### config.mk
export PLATFORM = sky130hd
export DESIGN_NAME = mdu
export DESIGN_NICKNAME = d
export VERILOG_FILES = /design/src/rtl/mdu.sv
export SDC_FILE = /design/constraint.sdc
export NUM_CORES = 1
export LEC_CHECK = 0
export BUFFER_PORTS_ARGS = -buffer_cell sky130_fd_sc_hd__buf_2
export CAP_MARGIN = 20
export CORE_UTILIZATION = 57
export DETAILED_ROUTE_END_ITERATION = 16
export PLACE_DENSITY = 0.83
export SYNTH_ARGS = -nofsm -noshare
export SYNTH_HDL_FRONTEND = slang
export SYNTH_SLANG_ARGS = --single-unit
### constraint.sdc
create_clock -name clk -period 7.05 [get_ports clk]
set_input_delay 1.41 -clock clk [delete_from_list [all_inputs] [get_ports clk]]
set_output_delay 1.41 -clock clk [all_outputs]
set_load 0.01 [all_outputs]
### src/rtl/mdu.sv
// Iterative multiply/divide unit with private HI/LO registers, MTHI/MTLO writes and busy/done handshake.
// Define MDU_FAST_MUL_EN to compute MULT/MULTU in a single cycle; division always stays iterative.
module mdu #(
    parameter int MUL_ITER = 32,
    parameter int DIV_ITER = 32
) (
    input  logic        clk,
    input  logic        rst,
    input  logic        start,
    input  logic [1:0]  op,
    input  logic [31:0] srcA,
    input  logic [31:0] srcB,
    input  logic        hi_we,
    input  logic        lo_we,
    input  logic [31:0] wdata,
    output logic        busy,
    output logic        done,
    output logic [31:0] hi,
    output logic [31:0] lo
);

    typedef enum logic [1:0] {
        IDLE = 2'd0,
        RUN  = 2'd1,
        FIX  = 2'd2
    } state_t;

    state_t      state;
    state_t      stateNext;
    logic [1:0]  opReg;
    logic [31:0] operand;
    logic [63:0] acc;
    logic        negRes;
    logic        negRem;
    logic        divZero;
    logic [5:0]  counter;
    logic [31:0] hiReg;
    logic [31:0] loReg;
    logic        doneReg;

    // Operand conditioning at launch: signed ops work on magnitudes and remember the signs.
    logic        isSigned;
    logic        signA;
    logic        signB;
    logic [31:0] magA;
    logic [31:0] magB;

    assign isSigned = ~op[0];
    assign signA    = isSigned & srcA[31];
    assign signB    = isSigned & srcB[31];
    assign magA     = signA ? (32'd0 - srcA) : srcA;
    assign magB     = signB ? (32'd0 - srcB) : srcB;

    // One shift-add multiply step: acc = {partial product, remaining multiplier bits}.
    logic [32:0] mulSum;
    logic [63:0] mulNext;
    assign mulSum  = {1'b0, acc[63:32]} + {1'b0, operand};
    assign mulNext = acc[0] ? {mulSum, acc[31:1]} : {1'b0, acc[63:1]};

    // One restoring divide step: acc = {remainder, dividend bits shifting into quotient}.
    logic [32:0] divShift;
    logic [32:0] divDiff;
    logic [63:0] divNext;
    assign divShift = {acc[63:32], acc[31]};
    assign divDiff  = divShift - {1'b0, operand};
    assign divNext  = divDiff[32] ? {divShift[31:0], acc[30:0], 1'b0}
                                  : {divDiff[31:0], acc[30:0], 1'b1};

    logic lastIter;
    assign lastIter = opReg[1] ? (counter == 6'(DIV_ITER - 1))
                               : (counter == 6'(MUL_ITER - 1));

    logic launchFast;
`ifdef MDU_FAST_MUL_EN
    assign launchFast = ~op[1];
`else
    assign launchFast = 1'b0;
`endif

    // Sign correction applied when committing.
    logic [63:0] prodFixed;
    logic [31:0] quoFixed;
    logic [31:0] remFixed;
    assign prodFixed = negRes ? (64'd0 - acc) : acc;
    assign quoFixed  = divZero ? 32'hFFFF_FFFF
                               : (negRes ? (32'd0 - acc[31:0]) : acc[31:0]);
    assign remFixed  = negRem ? (32'd0 - acc[63:32]) : acc[63:32];

    always_ff @(posedge clk or posedge rst) begin
        if (rst) begin
            state <= IDLE;
        end else begin
            state <= stateNext;
        end
    end

    always_comb begin
        stateNext = state;
        case (state)
            IDLE: begin
                if (start) begin
                    stateNext = launchFast ? FIX : RUN;
                end
            end
            RUN: begin
                if (lastIter) begin
                    stateNext = FIX;
                end
            end
            FIX: stateNext = IDLE;
            default: stateNext = IDLE;
        endcase
    end

    always_ff @(posedge clk or posedge rst) begin
        if (rst) begin
            opReg   <= 2'd0;
            operand <= 32'd0;
            acc     <= 64'd0;
            negRes  <= 1'b0;
            negRem  <= 1'b0;
            divZero <= 1'b0;
            counter <= 6'd0;
            hiReg   <= 32'd0;
            loReg   <= 32'd0;
            doneReg <= 1'b0;
        end else begin
            doneReg <= 1'b0;
            case (state)
                IDLE: begin
                    if (start) begin
                        opReg   <= op;
                        negRes  <= signA ^ signB;
                        negRem  <= signA;
                        divZero <= (srcB == 32'd0);
                        counter <= 6'd0;
                        if (op[1]) begin
                            operand <= magB;
                            acc     <= {32'd0, magA};
                        end else if (launchFast) begin
                            operand <= magA;
                            acc     <= {32'd0, magA} * {32'd0, magB};
                        end else begin
                            operand <= magA;
                            acc     <= {32'd0, magB};
                        end
                    end else begin
                        if (hi_we) begin
                            hiReg <= wdata;
                        end
                        if (lo_we) begin
                            loReg <= wdata;
                        end
                    end
                end
                RUN: begin
                    acc     <= opReg[1] ? divNext : mulNext;
                    counter <= counter + 6'd1;
                end
                FIX: begin
                    if (opReg[1]) begin
                        hiReg <= remFixed;
                        loReg <= quoFixed;
                    end else begin
                        hiReg <= prodFixed[63:32];
                        loReg <= prodFixed[31:0];
                    end
                    doneReg <= 1'b1;
                end
                default: ;
            endcase
        end
    end

    assign busy = (state != IDLE);
    assign done = doneReg;
    assign hi   = hiReg;
    assign lo   = loReg;

endmodule

### Yosys cells after proc, flatten, opt, wreduce, memory -nomap -nowiden

Index checks and enable logic that the tools add are counted.

| word-level totals | value |
|---|---|
| bits in registers | 174 |
| bits in latches | 0 |
| bits in writable memories | 0 |
| memory bits (read-only) | 0 |
| bits of input ports | 103 |
| logic and storage cells | 68 |
| memories | 0 |

| operators by class | value |
|---|---|
| $add $sub $neg | 8 |
| multipliers | 0 |
| divide/modulo/power cells | 0 |
| magnitude comparators | 0 |
| equal/unequal tests | 8 |
| shift operators | 0 |
| muxes and demuxes | 27 |
| bitwise gates (word level) | 4 |
| reductions and logical operators | 10 |

Operators with widths:

| operator | number |
|---|---|
| two-way mux 32 bit | 13 |
| two-way mux 64 bit | 5 |
| case mux 32 bit (2 select lines) | 2 |
| case mux 64 bit (2 select lines) | 1 |
| subtractor 1 x 32 -> 32 bit (first input constant) | 4 |
| subtractor 1 x 64 -> 64 bit (first input constant) | 1 |
| adder 32 x 32 -> 33 bit | 1 |
| subtractor 33 x 32 -> 33 bit | 1 |
| zero test 32 bit | 1 |
| case mux 6 bit (2 select lines) | 1 |
| inequality test 2 bit (second input constant) | 5 |
| adder 6 x 1 -> 6 bit (second input constant) | 1 |
| == test 6 x 5 -> 1 bit (second input constant) | 1 |
| two-way mux 6 bit | 1 |
| AND reduction 2 bit | 3 |
| AND reduction 3 bit | 2 |
| nonzero test 2 bit | 3 |
| two-way mux 2 bit | 2 |
| case mux 2 bit (2 select lines) | 1 |
| AND 1 bit | 2 |
| == test 2 x 1 -> 1 bit (second input constant) | 1 |
| == test 2 bit (second input constant) | 1 |
| zero test 2 bit | 1 |
| two-way mux 1 bit | 1 |
| 2 further kinds | 2 |

### Longest topological paths before layout

| depth | value |
|---|---|
| depth after elaboration | 6 |
| depth in mapped cells | 15 |

### Worst setup path after synthesis

No wires, ideal clock.

| path | value |
|---|---|
| kind | input to register |
| from | input srcB[11] |
| to | register acc[30] |
| library setup time | 0.104 ns |
| data arrival time | 4.069 ns |
| data required time | 6.946 ns |
| slack | 2.877 ns |
| stages | 9 |
| path buffers | 0 |
| cells stage by stage | or4_1 > or4_1 > or3_1 > nand2b_1 > nand2b_1 > o41ai_1 > xnor2_1 > o21ai_1 > a221oi_1 |

| on the way | value |
|---|---|
| word-level cells in the longest chain between the ends | 5 |

RTL lines:

| what | RTL line | RTL |
|---|---|---|
| start, declared | 12 | `input logic [31:0] srcB,` |
| subtractor 1 x 32 -> 32 bit | 52 | `assign magB = signB ? (32'd0 - srcB) : srcB;` |
| two-way mux 32 bit | 52 |  |
| two-way mux 32 bit | 137 | `if (op[1]) begin` |
| two-way mux 64 bit | 131 | `if (start) begin` |
| case mux 64 bit (2 select lines) | 129 | `case (state)` |
| end signal, assigned | 139 | `acc <= {32'd0, magA};` |
| end signal, assigned | 142 | `acc <= {32'd0, magA} * {32'd0, magB};` |
| end signal, assigned | 145 | `acc <= {32'd0, magB};` |
| end, declared | 32 | `logic [63:0] acc;` |

No other way between the ends. The select of a mux whose other input is x is not followed.
A chain may end at the register's enable or synchronous reset.

### Worst setup path in the final report

| path | value |
|---|---|
| from | register acc[31] |
| to | register acc[40] |

| on the way | value |
|---|---|
| word-level cells in the longest chain between the ends | 4 |

RTL lines:

| what | RTL line | RTL |
|---|---|---|
| subtractor 33 x 32 -> 33 bit | 65 | `assign divDiff = divShift - {1'b0, operand};` |
| two-way mux 64 bit | 66 | `assign divNext = divDiff[32] ? {divShift[31:0], acc[30:0], 1'b0}` |
| two-way mux 64 bit | 157 | `acc <= opReg[1] ? divNext : mulNext;` |
| case mux 64 bit (2 select lines) | 129 |  |

No other way between the ends.

==> flow_metrics.tcl <==
set metrics [dict create \
    hp-class "register to register" \
    whs_endpoint "lo[15]" \
    instances_no_fill 2224 \
    place.gp.congestion 0.986 \
    die_w_microns 163 \
    synthTopCellsByArea "dfrtp_1 29%, mux2i_1 6.8%, ha_1 5.9%" \
    topRoutingLayerUsed "met4" \
    drt_iter0_drc 1990 \
    synthDistinctLibCells 81 \
    netlist_area_sq_um 14800 \
    grt_max_degree 104 \
    synth-edff-count 0 \
    numClockSinks 173 \
    maxCapViolations 0 \
    finalSetupViolations 0 \
    port_buffers 168 \
    wirelength_mm 48.5 \
    crit_required_ns 7.33 \
    path_class "register to register" \
    placed_area_sq_um 15800 \
    worstMarginPinSlew_ns 1.01 \
    coreArea_sq_um 25300 \
    grt_first_pass_wirelength_mm 75.5 \
    reg2regPathDepth 13 \
    yosys.cell_count.top_type "nand2_1" \
    ant_nets 0 \
    cts_setup_buffers 0 \
    power.density_nw_per_um2 467 \
    cts_buffers 17 \
    worst-path-max-fanout 27 \
    synth_cells 1791 \
    yosysTopAreaCellShare_pct 29.3 \
    hold_start "lo[15]" \
    dr.pass1.iters 7 \
    placedCellCount 2191 \
    synth_ff_type "dfrtp_1" \
    grt-ovfl-total 0 \
    status "complete, no violations" \
    route.met3.wl_mm 5.27 \
    io_pins 169 \
    drc 0 \
    cp_cell_sequence "inv_1, ha_1, fa_1, nor2b_1, o31ai_1, a31oi_1, nor2_1, o32a_1, o311a_1, xnor2_4, buf_4, mux2i_1, o221ai_1" \
    synthArstFlopShare_pct 100 \
    peakVddDrop_v 0.000236 \
    synth_xor_area_share_pct 10.3 \
    synth_seq_area_share_pct 29.3 \
    worstPathArrival_ns 4.58 \
    rrSetupSlack_ns 2.75 \
    antenna_found_initial 1 \
    start_kind "register" \
    pre_cts_ws_ns 2.53 \
    ys_warn_count 0 \
    finalClockSkew_ns 0.0132 \
    rsz0062_at_grt "false" \
    synth_mux_area_share_pct 6.94 \
    yosys.area.top_type "dfrtp_1" \
    r2r-start "acc[31]" \
    final_cell_area_sq_um 16400 \
    grt_pass1_vias 13600 \
    clkSlewWorstSetupHoldPaths_ns 0.08 \
    relSlewSlack_pct 32.8 \
    fillCellCount 2121 \
    vias 14900 \
    die_y_microns 163 \
    crit_family "compound AO/OA/AOI/OAI gates" \
    cp_slowest_stage_delay_ns 0.55 \
    cts.htree.levels 4 \
    route.met2.wl_mm 20.8 \
    drive_gt1_share_pct 13.4 \
    dp_hpwl_mm 36.0 \
    fin_setup_tns_ns 0 \
    crit_slowest_cell "xnor2_4" \
    dieArea_sq_um 26500 \
    synth_nets 1965 \
    totalPowerFinal_uw 7670 \
    rows 58 \
    hold_viol 0 \
    yosys-top-cells-count "187 x nand2_1, 173 x dfrtp_1, 171 x a21oi_1" \
    clk_path_buf_depth 2 \
    grtUsageTotal_pct 36.7 \
    post_cts_resized 0 \
    cts_tree "done" \
    start_util_pct 58.4 \
    nets 2055 \
    path_buf_inv 2 \
    viasPerCell 6.69 \
    r2r_end "acc[40]" \
    clk_latency_ns 0.45 \
    clock.fmax_mhz 233 \
    avgRoutedWirePerCell_microns 21.8 \
    synth_seq_cells 173 \
    worst-path-stages 13 \
    yosys.area_share.simple_pct 15.7 \
    cts-root-buf "clkbuf_16" \
    holdBufCountCts 0 \
    synth_area_per_cell_sq_um 8.24 \
    area_delta_synth_final_pct 11.3 \
    slew_viol_final 0 \
    synthAdderAreaFrac_pct 6.12 \
    met1_length_mm 20.0 \
    min_period_ns 4.30 \
    synth_compound_area_share_pct 26.9 \
    synth_top_family_by_area "compound AO/OA/AOI/OAI gates" \
    fin_crit_sh_pct 61.0 \
    cp-end-kind "register" \
    layout_setup_ws_ns 2.75 \
    hold_path_depth 2 \
    p_leak_uw 0.00697 \
    diodes 0 \
]
[tightest hold or removal path, stage by stage (launching register included)]
cell	delay, ns
dfrtp_1	0.35
nand2_1	0.06
o21ai_0	0.06
[registers in the layout, indices dropped and copies added (netlist names)]
signal,flops
lo,32
negRes,1
counter,6
operand,32
done,1
divZero,1
acc,64
state,2
negRem,1
hi,32
opReg,1
[metrics by stage]
stage	utilization [%]	hold slack [ns]
3_3_place_gp	62.3	0.473
4_1_cts	64.9	0.500
2_1_floorplan	-	0.450
3_5_place_dp	62.4	0.483
5_1_grt	65.0	0.519
6_report	65.0	0.503
[layout by cell type, fill, tap and decap left out, types with 14 or more instances in the layout]
| master | instances |
|---|---|
| o31ai_1 | 29 |
| inv_1 | 60 |
| o211ai_1 | 37 |
| nor2_1 | 95 |
| nand2_1 | 186 |
| a211oi_1 | 36 |
| nor3_1 | 28 |
| a221o_1 | 31 |
| o21a_1 | 14 |
| buf_4 | 18 |
| o221ai_1 | 14 |
| buf_2 | 168 |
| nor4_1 | 16 |
| ha_1 | 69 |
| a21oi_1 | 171 |
| clkbuf_16 | 17 |
| or3_1 | 28 |
| dfrtp_1 | 172 |
| xor2_1 | 97 |
| nand2b_1 | 19 |
| xnor2_1 | 75 |
| o21ai_0 | 161 |
| a21o_1 | 23 |
| mux2i_1 | 100 |
| nor2b_1 | 23 |
[power breakdown]
part / switching (uW) / leakage (uW) / total [uW] / internal, uW
Clock: 512 / 0.000304 / 1000 / 492
Combinational: 2620 / 0.00461 / 4600 / 1980
Sequential: 723 / 0.00206 / 2070 / 1350
[cells by family after synthesis]
| group | after synthesis |
|---|---|
| AO/OA/AOI/OAI | 616 |
| AND/OR/NAND/NOR | 476 |
| buffers and inverters | 180 |
| XOR/XNOR | 173 |
| flip-flops | 173 |
| multiplexers | 102 |
| adder cells (fa/ha/maj) | 71 |
[metal layers]
metal	global-route usage [%]	vias to the layer above
met5	0	-
met4	18.3	0
met3	8.28	149
met2	54.2	893
met1	50.2	7065
li1	-	6766
[worst max path at each step]
stage / from / endpoint / slack, ns
after global routing: acc[31] / acc[62] / 2.49
after floorplan: rst / acc[0] / 0.95
after detailed placement: srcA[5] / acc[30] / 2.53
after CTS: acc[31] / acc[37] / 2.86
final: acc[31] / acc[40] / 2.75
after global placement: srcB[11] / acc[30] / 2.56
[final cells by class]
| class | count | area (sq um) | area share, % |
|---|---|---|---|
| multi-input combinational | 1438 | 9770 | 59.5 |
| sequential | 173 | 4330 | 26.4 |
| timing repair buffer | 188 | 1030 | 6.28 |
| clock buffer | 17 | 425 | 2.59 |
| tap | 330 | 413 | 2.52 |
| inverter | 63 | 241 | 1.47 |
| clock inverter | 15 | 206 | 1.26 |
(Power assumes the default switching activity.)
